$ cat src/rtl/divider_ctrl_pkg.sv
// Shared types, reset constants and helpers for the divider controller.
package divider_ctrl_pkg;

   typedef enum logic [0:0] {
      IDLE = 1'b0,
      RUN  = 1'b1
   } state_t;

   localparam int DEF_DIV   = 1;
   localparam int DEF_TICKS = 0;

   // A divide ratio of zero behaves exactly like a ratio of one.
   function automatic logic [31:0] norm_div(input logic [31:0] d);
      return (d == 32'd0) ? 32'd1 : d;
   endfunction

endpackage

$ cat src/rtl/divider_controller_mod_n_counter.sv
// Modulo-N prescaler: counts 0..limit while enabled and strobes wrap on limit.
module mod_n_counter #(
   parameter int W = 8
) (
   input  logic         clk,
   input  logic         rst,
   input  logic         clr,
   input  logic         en,
   input  logic [W-1:0] limit,
   output logic         wrap
);

   logic [W-1:0] value_r;

   assign wrap = en && (value_r == limit);

   // Prescaler state; clear has priority over counting.
   always_ff @(posedge clk or posedge rst) begin
      if (rst) begin
         value_r <= W'(0);
      end else if (clr) begin
         value_r <= W'(0);
      end else if (en) begin
         if (value_r == limit) begin
            value_r <= W'(0);
         end else begin
            value_r <= value_r + W'(1);
         end
      end else begin
         value_r <= value_r;
      end
   end

endmodule

$ cat src/rtl/divider_controller.sv
// Run/idle sequencer for the divider datapath: config capture, tick, phase and burst counting.
module divider_controller
   import divider_ctrl_pkg::*;
#(
   parameter int DIV_W = 8,
   parameter int CNT_W = 8
) (
   input  logic             clk,
   input  logic             Rst,
   input  logic             cfg_valid,
   output logic             cfg_ready,
   input  logic [DIV_W-1:0] cfg_div,
   input  logic [CNT_W-1:0] cfg_ticks,
   input  logic             start,
   input  logic             stop,
   output logic             busy,
   output logic             tick,
   output logic             done,
   output logic             phase,
   output logic [CNT_W-1:0] count
);

   state_t           state_r;
   logic [DIV_W-1:0] div_r;
   logic [CNT_W-1:0] ticks_r;
   logic             busy_r;
   logic             tick_r;
   logic             done_r;
   logic             phase_r;
   logic [CNT_W-1:0] count_r;

   logic             start_go_s;
   logic             wrap_s;
   logic             final_s;
   logic             tick_go_s;
   logic [CNT_W-1:0] next_count_s;
   logic [DIV_W-1:0] limit_s;

   assign cfg_ready = (state_r == IDLE);
   assign busy      = busy_r;
   assign tick      = tick_r;
   assign done      = done_r;
   assign phase     = phase_r;
   assign count     = count_r;
   assign limit_s   = div_r - DIV_W'(1);

   mod_n_counter #(.W(DIV_W)) u_prescaler (
      .clk   (clk),
      .rst   (Rst),
      .clr   (start_go_s),
      .en    (state_r == RUN),
      .limit (limit_s),
      .wrap  (wrap_s)
   );

   // Start qualification and tick/burst-end decode.
   always_comb begin
      start_go_s   = 1'b0;
      final_s      = 1'b0;
      tick_go_s    = 1'b0;
      next_count_s = count_r + CNT_W'(1);
      if (state_r == IDLE) begin
         start_go_s = start && !stop;
      end else begin
         start_go_s = 1'b0;
      end
      // The final burst tick survives a coincident stop; other ticks do not.
      final_s   = wrap_s && (ticks_r != CNT_W'(0)) && (next_count_s == ticks_r);
      tick_go_s = wrap_s && (!stop || final_s);
   end

   // Controller FSM with its registered outputs and stored configuration.
   always_ff @(posedge clk or posedge Rst) begin
      if (Rst) begin
         state_r <= IDLE;
         div_r   <= DIV_W'(DEF_DIV);
         ticks_r <= CNT_W'(DEF_TICKS);
         busy_r  <= 1'b0;
         tick_r  <= 1'b0;
         done_r  <= 1'b0;
         phase_r <= 1'b0;
         count_r <= CNT_W'(0);
      end else begin
         tick_r <= 1'b0;
         done_r <= 1'b0;
         case (state_r)
            IDLE: begin
               if (cfg_valid) begin
                  div_r   <= DIV_W'(norm_div(32'(cfg_div)));
                  ticks_r <= cfg_ticks;
               end
               if (start_go_s) begin
                  state_r <= RUN;
                  busy_r  <= 1'b1;
                  count_r <= CNT_W'(0);
                  phase_r <= 1'b0;
               end
            end
            RUN: begin
               if (tick_go_s) begin
                  tick_r  <= 1'b1;
                  count_r <= next_count_s;
                  phase_r <= ~phase_r;
               end
               if (final_s) begin
                  done_r  <= 1'b1;
                  state_r <= IDLE;
                  busy_r  <= 1'b0;
               end else if (stop) begin
                  state_r <= IDLE;
                  busy_r  <= 1'b0;
               end
            end
            default: begin
               state_r <= IDLE;
               busy_r  <= 1'b0;
            end
         endcase
      end
   end

endmodule

$ cat config.mk
export PLATFORM = sky130hd
export DESIGN_NAME = divider_controller
export DESIGN_NICKNAME = d
export VERILOG_FILES = /design/src/rtl/divider_ctrl_pkg.sv /design/src/rtl/divider_controller_mod_n_counter.sv /design/src/rtl/divider_controller.sv
export SDC_FILE = /design/constraint.sdc
export NUM_CORES = 1
export LEC_CHECK = 0
export BUFFER_PORTS_ARGS = -buffer_cell sky130_fd_sc_hd__buf_4
export CELL_PAD_IN_SITES_DETAIL_PLACEMENT = 1
export CELL_PAD_IN_SITES_GLOBAL_PLACEMENT = 1
export CORE_AREA = 4 4 76 78
export DETAILED_ROUTE_END_ITERATION = 16
export DIE_AREA = 0 0 80 82
export PLACE_DENSITY_LB_ADDON = 0.3
export SLEW_MARGIN = 25
export SYNTH_ARGS = -nofsm -noshare
export SYNTH_HDL_FRONTEND = slang
export SYNTH_SLANG_ARGS = --single-unit
$ cat constraint.sdc
create_clock -name clk -period 3.3 [get_ports clk]
set_input_delay 0.825 -clock clk [delete_from_list [all_inputs] [get_ports clk]]
set_output_delay 0.825 -clock clk [all_outputs]
set_load 0.005 [all_outputs]
==> results of run 1 <==
critical path: cells and delay by family, from the launching register on:
family / cells / cell delay (ns)
fa+ha+maj: 1 / 0.28
xor+xnor: 1 / 0.15
buf+inv: 1 / 0.06
flops: 1 / 0.57
simple gates: 3 / 0.77
compound gates: 3 / 0.79
power groups by stage:
stage | combinational (mW) | sequential (mW) | clock, mW
4_1_cts | 0.315 | 0.620 | 0.478
5_1_grt | 0.351 | 0.633 | 0.499
6_report | 0.309 | 0.621 | 0.465
2_1_floorplan | 0.246 | 0.590 | 0
3_5_place_dp | 0.310 | 0.627 | 0
3_3_place_gp | 0.297 | 0.621 | 0
Yosys cell counts, types with 3 or more instances:
library cell	instances	area, µm²
a211oi_1	7	52.6
nand2_1	12	45.0
nand2b_1	8	50.1
a22o_1	3	26.3
a21oi_1	12	60.1
nor2_1	5	18.8
nand3_1	4	20.0
buf_6	4	45.0
and3_1	4	25.0
or3_1	3	18.8
dfrtp_1	36	901
o21ai_0	10	50.1
ha_1	3	37.5
nor3_1	3	15.0
o21bai_1	3	22.5
inv_1	6	22.5
and2_1	3	18.8
xnor2_1	11	96.3
xor2_1	9	78.8
a31o_1	8	70.1
a31oi_1	4	25.0
mux2_2	15	169
area by class of cell:
class,instances,area (µm²)
clock buffers,5,68.8
clock inverters,3,65.1
fillers,577,2460
inverters,6,22.5
multi-input cells,160,1180
flip-flops and latches,37,927
well taps,70,87.6
repair buffers,35,263
logic make-up (layout without fill, tap and decap cells):
logic type / after synthesis / in the layout / synth area share
simple gates: 62 / 62 / 0.169
compound gates: 58 / 58 / 0.184
flops: 37 / 37 / 0.420
xor+xnor: 20 / 20 / 0.0794
mux: 17 / 17 / 0.0856
buf+inv: 16 / 49 / 0.0453
fa+ha+maj: 3 / 3 / 0.0170
state kept, by name, indices dropped and copies added (netlist names):
signal	cells
count	8
div_r	8
ticks_r	8
u_prescaler.value_r	8
busy	1
done	1
phase	1
state_r	1
tick	1
per-layer routing:
layer | routed length, µm | vias up
met1 | 2550 | 862
met3 | 203 | 4
met5 | 0 | -
met2 | 2540 | 37
met4 | 48 | 0
li1 | - | 840
worst min path at each step:
stage / startpoint / to / slack, ns / depth (start not counted)
6_report: phase$_DFFE_PP0P_ / phase$_DFFE_PP0P_ / 0.49 / 1
5_1_grt: phase$_DFFE_PP0P_ / phase$_DFFE_PP0P_ / 0.53 / 1
4_1_cts: phase$_DFFE_PP0P_ / phase$_DFFE_PP0P_ / 0.49 / 1
3_5_place_dp: phase$_DFFE_PP0P_ / phase$_DFFE_PP0P_ / 0.48 / 1
3_3_place_gp: phase$_DFFE_PP0P_ / phase$_DFFE_PP0P_ / 0.46 / 1
2_1_floorplan: phase$_DFFE_PP0P_ / phase$_DFFE_PP0P_ / 0.47 / 1
==> metrics, run 1 <==
Worst Setup Path Type=register to register; ys async rst share=1.00; Pwr Total=1.39 mW; CP Launch Type=register; Root Buffer=clkbuf_8; H-tree levels=2; CTS Buf Count=5; Initial Util=0.435; M3 GR Usage=0.0373; final setup margin=about 0.57 ns; Post-CTS Setup Inserts=0; crit path DAT=2.92 ns; internal power=roughly 0.98 mW; routability cong.=about 0.77; vias in the first global route=around 1800; Die Height=just over 80 µm; unrepaired setup endpoints after global routing=no; Pre-antenna DRT Iters=4; Switch Pwr=between 0.4 and 0.5 mW; Worst setup endpoint=u_prescaler.value_r[4]$_DFFE_PP0P_; width of the die=approximately 80 µm; syn_nets=about 240; post-synthesis sequential area ratio=0.420; worst-path cell chain=inv_1 -> ha_1 -> xnor2_1 -> and4_1 -> a41oi_1 -> a211o_1 -> and2_1 -> nand2b_1 -> a31oi_1; CTS tree=done; Seq cells post-synth=37; initial antenna violation count=0; Final Non-Filler Cells=about 320; n_diodes=0; clock transition at the registers of the reported paths=about 0.08 ns; Post-synth EDFFs=0; GR Overflow Total=0; share of cells above drive strength 1=0.272; CP max FO=13; Remaining DRCs=0; Max stage delay on crit path=around 0.57 ns; worst r2r path cells=9; drt total wl=roughly 5300 µm; final instance area=2610 µm²; Mapped Cells=213; Starting DRT DRC Count=58; GR Util met2=0.292; full die area=between 6000 and 7000 µm²; R2R Setup Slk=between 0.5 and 0.6 ns; Vias=~1700; Setup crit end kind=register; clk_lat worst skew=around 0.29 ns; hold_buf cts=0; FMAX=roughly 0.37 GHz; sw frac=0.295; final net count=269; Avg Inst Size Synth=between 10 and 15 µm²; CP Data Required Time=3.49 ns; # setup viols final=0; Max Buffers Root-to-Sink=2; Slew Limit Fails=0; Max stage delay cell, worst path=dfstp_2; Core Box Area=5070 µm²; Worst-Margin Slew=between 0.4 and 0.5 ns; Fin Hold WS=about 0.49 ns; Site Rows=26; leakage=1.12 nW; status=completed; Clock Sinks=37; reg2reg start=div_r[0]$_DFFE_PP1P_; clock share of power=0.333; sequential group share of total power=0.445; post-cts sizing count=0; GRT Total Usage=0.180; setup TNS=0 ns; Synthesis Warnings=0; final core occ=0.515; max_slew headroom=0.706; commonest non-fill, non-tap cells in the layout=dfrtp_1, buf_4, mux2_2, nand2_1, a21oi_1; dpl hpwl=approximately 3900 µm; final hold vios=0; CP startpoint=div_r[0]$_DFFE_PP1P_; commonest non-fill, non-tap cell in the layout=dfrtp_1; Peak VDD IR=214 µV; most used routing layer=met2; met1 GRT Util=0.244; Top FF cell, synth=dfrtp_1; Tightest Hold Check Type=register to register; Place WS=0.617 ns; Gate power share=0.222; period utilisation layout=0.826; boundary pin count=34; first-pass GRT wire length=around 9200 µm; Placed Area=2480 µm²; Area Overhead vs Synth=18.4%; Clock Skew=~0.0043 ns; minimum clock period=~2.7 ns; antenna viol nets, final=0; PortBufs=33; R2R Path End=u_prescaler.value_r[4]$_DFFE_PP0P_; via/cell ratio=about 5.5; placed insts=~310; PwrDens=534 nW/µm²; per-cell routed wire length=between 15 and 20 µm; Syn Std Cell Area=2210 µm²; Netlist cell types=51; max-capacitance violation count=0; pin count of the biggest net entering global routing=28
Power figures use the tool's default switching activity.
==> inputs of run 2 (changes only) <==
--- a/config.mk
+++ b/config.mk
@@ -8,9 +8,9 @@
 export BUFFER_PORTS_ARGS = -buffer_cell sky130_fd_sc_hd__buf_4
 export CELL_PAD_IN_SITES_DETAIL_PLACEMENT = 1
 export CELL_PAD_IN_SITES_GLOBAL_PLACEMENT = 1
-export CORE_AREA = 4 4 76 78
+export CORE_AREA = 4 4 80 82
 export DETAILED_ROUTE_END_ITERATION = 16
-export DIE_AREA = 0 0 80 82
+export DIE_AREA = 0 0 84 86
 export PLACE_DENSITY_LB_ADDON = 0.3
 export SLEW_MARGIN = 25
 export SYNTH_ARGS = -nofsm -noshare
==> constraint.sdc (replaced) <==
create_clock -name clk -period 2.2 [get_ports clk]
set_input_delay 0.55 -clock clk [delete_from_list [all_inputs] [get_ports clk]]
set_output_delay 0.55 -clock clk [all_outputs]
set_load 0.005 [all_outputs]
==> run 2 against run 1 <==
Sequential cell count stayed put; clock power is 6.7% higher; largest power group unchanged; the run now ends with negative setup slack left; critical endpoint is now u_prescaler.value_r[0]$_DFFE_PP0P_; routed wire length is 10% higher; clock-buffer cell count is 2 higher.
==> metrics, run 2 (synthesis gave the netlist of run 1 again) <==
Pwr Total=between 1.5 and 2 mW; Clock Sinks=37; vias in the first global route=2023; CP max FO=6; PwrDens=~690 nW/µm²; Worst-Margin Slew=0.490 ns; hold_buf cts=0; Worst Setup Path Type=register to register; Remaining DRCs=0; placed insts=approximately 340; sw frac=0.324; # setup viols final=4; unrepaired setup endpoints after global routing=yes; n_diodes=0; Max stage delay on crit path=between 0.5 and 0.6 ns; Area Overhead vs Synth=28.4%; worst-path cell chain=inv_2 -> ha_4 -> o21bai_1 -> a211oi_1 -> o21ai_1 -> a211o_1 -> buf_6 -> and2_4 -> mux2_2; WP buf/inv=2; clock transition at the registers of the reported paths=about 0.08 ns; CP Data Required Time=around 2.4 ns; Die Height=around 86 µm; antenna viol nets, final=0; delay-heaviest family, CP=compound AO/OA/AOI/OAI gates; violated checks=negative setup slack; FMAX=0.448 GHz; Max stage delay cell, worst path=dfstp_2; reg2reg start=div_r[0]$_DFFE_PP1P_; Max Buffers Root-to-Sink=2; via/cell ratio=~5.5; Fillers=between 600 and 700; Setup crit end kind=register; Multi-input gate area=about 1300 µm²; sequential group share of total power=0.471; clock share of power=0.255; Crit path depth=9; Tightest Hold Check Type=input port to async pin; Clock Skew=approximately 0.011 ns; full die area=7220 µm²; Gate power share=0.274; CTS tree=done; H-tree levels=2; per-cell routed wire length=17.1 µm; first-pass GRT wire length=between 9000 and 10000 µm; commonest non-fill, non-tap cell in the layout=buf_4; Worst setup endpoint=u_prescaler.value_r[0]$_DFFE_PP0P_; Slew Limit Fails=0; width of the die=between 80 and 90 µm; pin count of the biggest net entering global routing=38; commonest non-fill, non-tap cells in the layout=buf_4, dfrtp_1, mux2_2, nand2_1, a21oi_1; Storage cell area=just over 900 µm²; CTS Buf Count=5; initial antenna violation count=0; share of cells above drive strength 1=0.383; leakage=approximately 1.2 nW; boundary pin count=34; routability cong.=around 0.77; Final Non-Filler Cells=between 300 and 400; final net count=approximately 290; PortBufs=33; CP Launch Type=register; Pre-antenna DRT Iters=4; dpl hpwl=4410 µm; worst r2r path cells=9; Initial Util=0.384; drt total wl=approximately 5900 µm; internal power=approximately 1.3 mW; CP startpoint=div_r[0]$_DFFE_PP1P_; max_slew headroom=0.674; clk_lat worst skew=about 0.30 ns; final setup margin=-0.0308 ns; period utilisation layout=1.01; max-capacitance violation count=0; GRT Total Usage=0.175; R2R Path End=u_prescaler.value_r[0]$_DFFE_PP0P_; R2R Setup Slk=-0.03 ns; minimum clock period=between 2 and 2.5 ns; Core Box Area=between 5000 and 6000 µm²; Root Buffer=clkbuf_8; Starting DRT DRC Count=just over 80; status=complete, but fails checks; Switch Pwr=0.632 mW; crit path DAT=2.42 ns; GR Overflow Total=0; Vias=roughly 1900; Site Rows=28; Peak VDD IR=slightly above 300 µV; final hold vios=0
[run 2: changes by cell type in the layout (fill, tap and decap cells not counted), moves of 2 or more]
cell       delta
a211oi_2      +2
o21ai_0       -2
bufinv_16     -2
ha_1          -2
buf_4        +22
and2_4        +2
a211oi_1      -2
ha_4          +2
[run 2: worst reg2reg max path: cells and delay by family, from the launching register on]
family                     cells  cell delay [ns]
AOI/OAI and AO/OA              4             0.78
adders and majority gates      1             0.17
buffers and inverters          2             0.20
and+or+nand+nor                1             0.16
muxes                          1             0.26
DFF                            1             0.54
[run 2: layer usage]
| metal | vias to the layer above | wire [µm] | global-route usage |
|---|---|---|---|
| met5 | - | 0 | 0 |
| met4 | 0 | 92 | 0.0673 |
| met3 | 7 | 143 | 0.0327 |
| met2 | 27 | 3290 | 0.329 |
| met1 | 951 | 2370 | 0.194 |
| li1 | 890 | - | - |
[run 2: metrics by stage]
stage                     setup WS (ns)  setup TNS (ns)  area (µm²)  utilization  hold WS (ns)
after floorplan                 -0.0406          -0.284        2240            -         0.469
after global placement          -0.0578          -0.387        2680        0.466         0.468
after detailed placement        -0.0992          -0.872        2680        0.466         0.484
after CTS                       -0.0363          -0.127        2800        0.487         0.408
after global routing             -0.116           -1.25        2830        0.493         0.425
final                           -0.0308         -0.0503        2830        0.493         0.388
[run 2: power by group through the flow]
stage	registers (mW)	logic (mW)	clock network [mW]
final	0.919	0.535	0.496
after detailed placement	0.931	0.523	0
after CTS	0.921	0.532	0.514
after global routing	0.939	0.595	0.545
after global placement	0.922	0.502	0
after floorplan	0.886	0.383	0
[run 2: cell type report]
type | count | area share
Tap cell | 75 | 0.0331
Timing Repair Buffer | 58 | 0.155
Sequential cell | 37 | 0.328
Multi-Input combinational cell | 161 | 0.446
Clock buffer | 7 | 0.0305
Inverter | 6 | 0.00795
[run 2: what timing repair did]
item	in CTS	in global routing
gates resized for setup	6	7
cloned	1	0
setup endpoints to repair	13	19
pin swaps	7	2
setup buffers	0	1
[run 2: worst min-delay path by stage]
stage          depth (start not counted)                   end  slack, ns              start
2_1_floorplan                          1     phase$_DFFE_PP0P_       0.47  phase$_DFFE_PP0P_
3_3_place_gp                           1     phase$_DFFE_PP0P_       0.47  phase$_DFFE_PP0P_
3_5_place_dp                           1     phase$_DFFE_PP0P_       0.48  phase$_DFFE_PP0P_
4_1_cts                                3  div_r[1]$_DFFE_PP0P_       0.41                Rst
5_1_grt                                3  count[3]$_DFFE_PP0P_       0.43                Rst
6_report                               3        tick$_DFF_PP0_       0.39                Rst
==> inputs of run 3 (changes only) <==
--- a/config.mk
+++ b/config.mk
@@ -8,11 +8,12 @@
 export BUFFER_PORTS_ARGS = -buffer_cell sky130_fd_sc_hd__buf_4
 export CELL_PAD_IN_SITES_DETAIL_PLACEMENT = 1
 export CELL_PAD_IN_SITES_GLOBAL_PLACEMENT = 1
-export CORE_AREA = 4 4 80 82
+export CORE_AREA = 4 4 79 81
 export DETAILED_ROUTE_END_ITERATION = 16
-export DIE_AREA = 0 0 84 86
+export DIE_AREA = 0 0 83 85
 export PLACE_DENSITY_LB_ADDON = 0.3
 export SLEW_MARGIN = 25
 export SYNTH_ARGS = -nofsm -noshare
 export SYNTH_HDL_FRONTEND = slang
+export SYNTH_HIERARCHICAL = 1
 export SYNTH_SLANG_ARGS = --single-unit
==> constraint.sdc (replaced) <==
create_clock -name clk -period 2.05 [get_ports clk]
set_input_delay 0.5125 -clock clk [delete_from_list [all_inputs] [get_ports clk]]
set_output_delay 0.5125 -clock clk [all_outputs]
set_load 0.005 [all_outputs]
==> run 3 against run 2 <==
The run still ends with negative setup slack left; critical path depth increased by 2; first-iteration DRC count decreased by 18%; die area decreased by 2.3%; sequential cell count unchanged; worst hold slack got worse by 0.22 ns; global-route usage decreased by 0.23 points; via count decreased by 4.0%; critical endpoint is now count[3]$_DFFE_PP0P_; worst setup slack got worse by 0.91 ns.
==> metrics, run 3 <==
status=complete, but fails checks; violated checks=negative setup slack; Top FF cell, synth=dfrtp_1; max-capacitance violation count=0; Vias=1800; Remaining DRCs=0; Gate power share=0.266; Site Rows=27; final setup margin=-0.938 ns; max_slew headroom=0.730; Worst-Margin Slew=slightly above 0.4 ns; Setup crit end kind=register; Netlist cell types=45; crit path DAT=about 3.2 ns; full die area=7060 µm²; share of cells above drive strength 1=0.437; per-cell routed wire length=around 16 µm; CTS Buf Count=5; FMAX=around 0.33 GHz; Pre-antenna DRT Iters=4; antenna viol nets, final=0; CP Launch Type=register; CP Data Required Time=2.23 ns; GRT Total Usage=0.172; initial antenna violation count=0; hold_buf cts=0; sequential group share of total power=0.463; Final Non-Filler Cells=349; via/cell ratio=between 5 and 6; ys async rst share=1.00; Tightest Hold Check Type=input port to async pin; pin count of the biggest net entering global routing=30; boundary pin count=34; top routing layer in use=met4; GR Overflow Total=0; Root Buffer=clkbuf_8; Core Box Area=5470 µm²; Mapped Cells=a little under 200; final net count=300; clock transition at the registers of the reported paths=roughly 0.080 ns; Crit path depth=11; met1 wire length=2740 µm; Syn Std Cell Area=2130 µm²; Synth area leader=dfrtp_1; sw frac=0.300; WL met2=about 2700 µm; Switch Pwr=roughly 0.56 mW; Clock Sinks=37; worst r2r path cells=11; Synthesis Warnings=6; syn_nets=220; leakage=1.38 nW; DR WL met3=242 µm; most frequently used cell type in the post-synthesis netlist=dfrtp_1; commonest non-fill, non-tap cells in the layout=buf_4, dfrtp_1, mux2_2, xnor2_1, xor2_1; Worst Setup Path Type=register to register; Initial Util=0.390; unrepaired setup endpoints after global routing=yes; Peak VDD IR=roughly 330 µV; Max stage delay on crit path=around 0.56 ns; synth cell count leaders=dfrtp_1, mux2_2, xnor2_1; first-pass GRT wire length=9680 µm; worst-path cell chain=or4_4 -> nor2_2 -> xor2_1 -> xnor2_1 -> nand4_1 -> nor3_4 -> nand3_1 -> a211oi_2 -> a41o_4 -> o21ai_4 -> a221o_1; routability cong.=between 0.7 and 0.8; Avg Inst Size Synth=roughly 11 µm²; R2R Setup Slk=-0.94 ns; clk_lat worst skew=just under 0.3 ns; internal power=approximately 1.3 mW; Slew Limit Fails=0; minimum clock period=between 2 and 3 ns; Max Buffers Root-to-Sink=2; period utilisation layout=1.46; width of the die=between 80 and 90 µm; commonest non-fill, non-tap cell in the layout=buf_4; # setup viols final=21; H-tree levels=2; CTS tree=done; Yosys top cell area share=0.423; Pwr Total=1.87 mW; final hold vios=0; post-synthesis sequential area ratio=0.435; n_diodes=0; CP max FO=5; delay-heaviest family, CP=simple AND/OR/NAND/NOR gates; WP buf/inv=0; Starting DRT DRC Count=68; dpl hpwl=4220 µm; drt total wl=between 5000 and 6000 µm; setup TNS=-12.49 ns; vias in the first global route=1955; Die Height=around 85 µm; placed insts=around 330; Post-synth EDFFs=0; final core occ=0.534; PwrDens=638 nW/µm²; Max stage delay cell, worst path=or4_4; top cells by area, synth=dfrtp_1, mux2_2, xnor2_1; clock share of power=0.271; PortBufs=33; Clock Skew=between 0.007 and 0.008 ns; Area Overhead vs Synth=37.1%; Seq cells post-synth=37
-- run 3: cell types whose count changed in the layout (fill, tap and decap cells not counted), moves of 6 or more --
cell      previous run  this run
buf_4               57        79
a21oi_1             11         1
a31o_1               8         0
nor3_1               3        11
nand2b_1             8         1
a221o_1              0         6
inv_1                5        11
xnor2_1             10        16
xor2_1               9        15
-- run 3: what timing repair did --
action | 4_1_cts | 5_1_grt
endpoints found under the setup margin | 19 | 21
resized for setup | 6 | 2
gates cloned | 1 | 0
buffers inserted | 4 | 2
hold endpoints to repair | 0 | 0
pin swaps | 17 | 1
-- run 3: power groups by stage --
stage                     Sequential [mW]  Combinational, mW  Clock (mW)
after floorplan                     0.884              0.258           0
after global routing                0.874              0.549       0.563
final                               0.864              0.497       0.505
after global placement              0.872              0.459           0
after CTS                           0.864              0.500       0.521
after detailed placement            0.877              0.477           0
-- run 3: path summary, 6_finish.rpt --
kind                                       from                                 end
max                        div_r[5]$_DFFE_PP0P_                count[3]$_DFFE_PP0P_
min reg2reg                div_r[7]$_DFFE_PP0P_                div_r[7]$_DFFE_PP0P_
min                                         Rst  u_prescaler/value_r[5]$_DFFE_PP0P_
max reg2reg                div_r[5]$_DFFE_PP0P_                count[3]$_DFFE_PP0P_
min in group clk                           stop                   state_r$_DFF_PP0_
max in group asynchronous                   Rst                div_r[0]$_DFFE_PP1P_
-- run 3: cells by family after synthesis --
| family | Yosys count | share of synthesized area |
|---|---|---|
| multiplexers | 16 | 0.0845 |
| flip-flops | 37 | 0.435 |
| XOR/XNOR | 31 | 0.127 |
| AND/OR/NAND/NOR | 66 | 0.187 |
| adder cells (fa/ha/maj) | 3 | 0.0176 |
| AO/OA/AOI/OAI | 24 | 0.107 |
| buffers and inverters | 19 | 0.0417 |
-- run 3: layer usage --
| metal | vias up | global-route usage |
|---|---|---|
| met5 | - | 0 |
| met4 | 0 | 0.0594 |
| met3 | 5 | 0.0388 |
| met2 | 33 | 0.284 |
| met1 | 887 | 0.224 |
| li1 | 875 | - |
-- run 3: metrics by stage --
step / cell area [µm²] / worst slack [ns] / hold slack, ns
4_1_cts: 2900 / -0.958 / 0.179
2_1_floorplan: 2160 / -1.01 / 0.328
3_5_place_dp: 2760 / -0.981 / 0.504
3_3_place_gp: 2760 / -0.882 / 0.494
5_1_grt: 2920 / -1.09 / 0.186
6_report: 2920 / -0.938 / 0.172
-- run 3: area by class of cell --
cell class	count	area [µm²]
Clock buffer	6	72.6
Clock inverter	2	10.0
Fill cell	632	2550
Inverter	11	41.3
Multi-Input combinational cell	141	1170
Sequential cell	37	927
Tap cell	72	90.1
Timing Repair Buffer	80	608
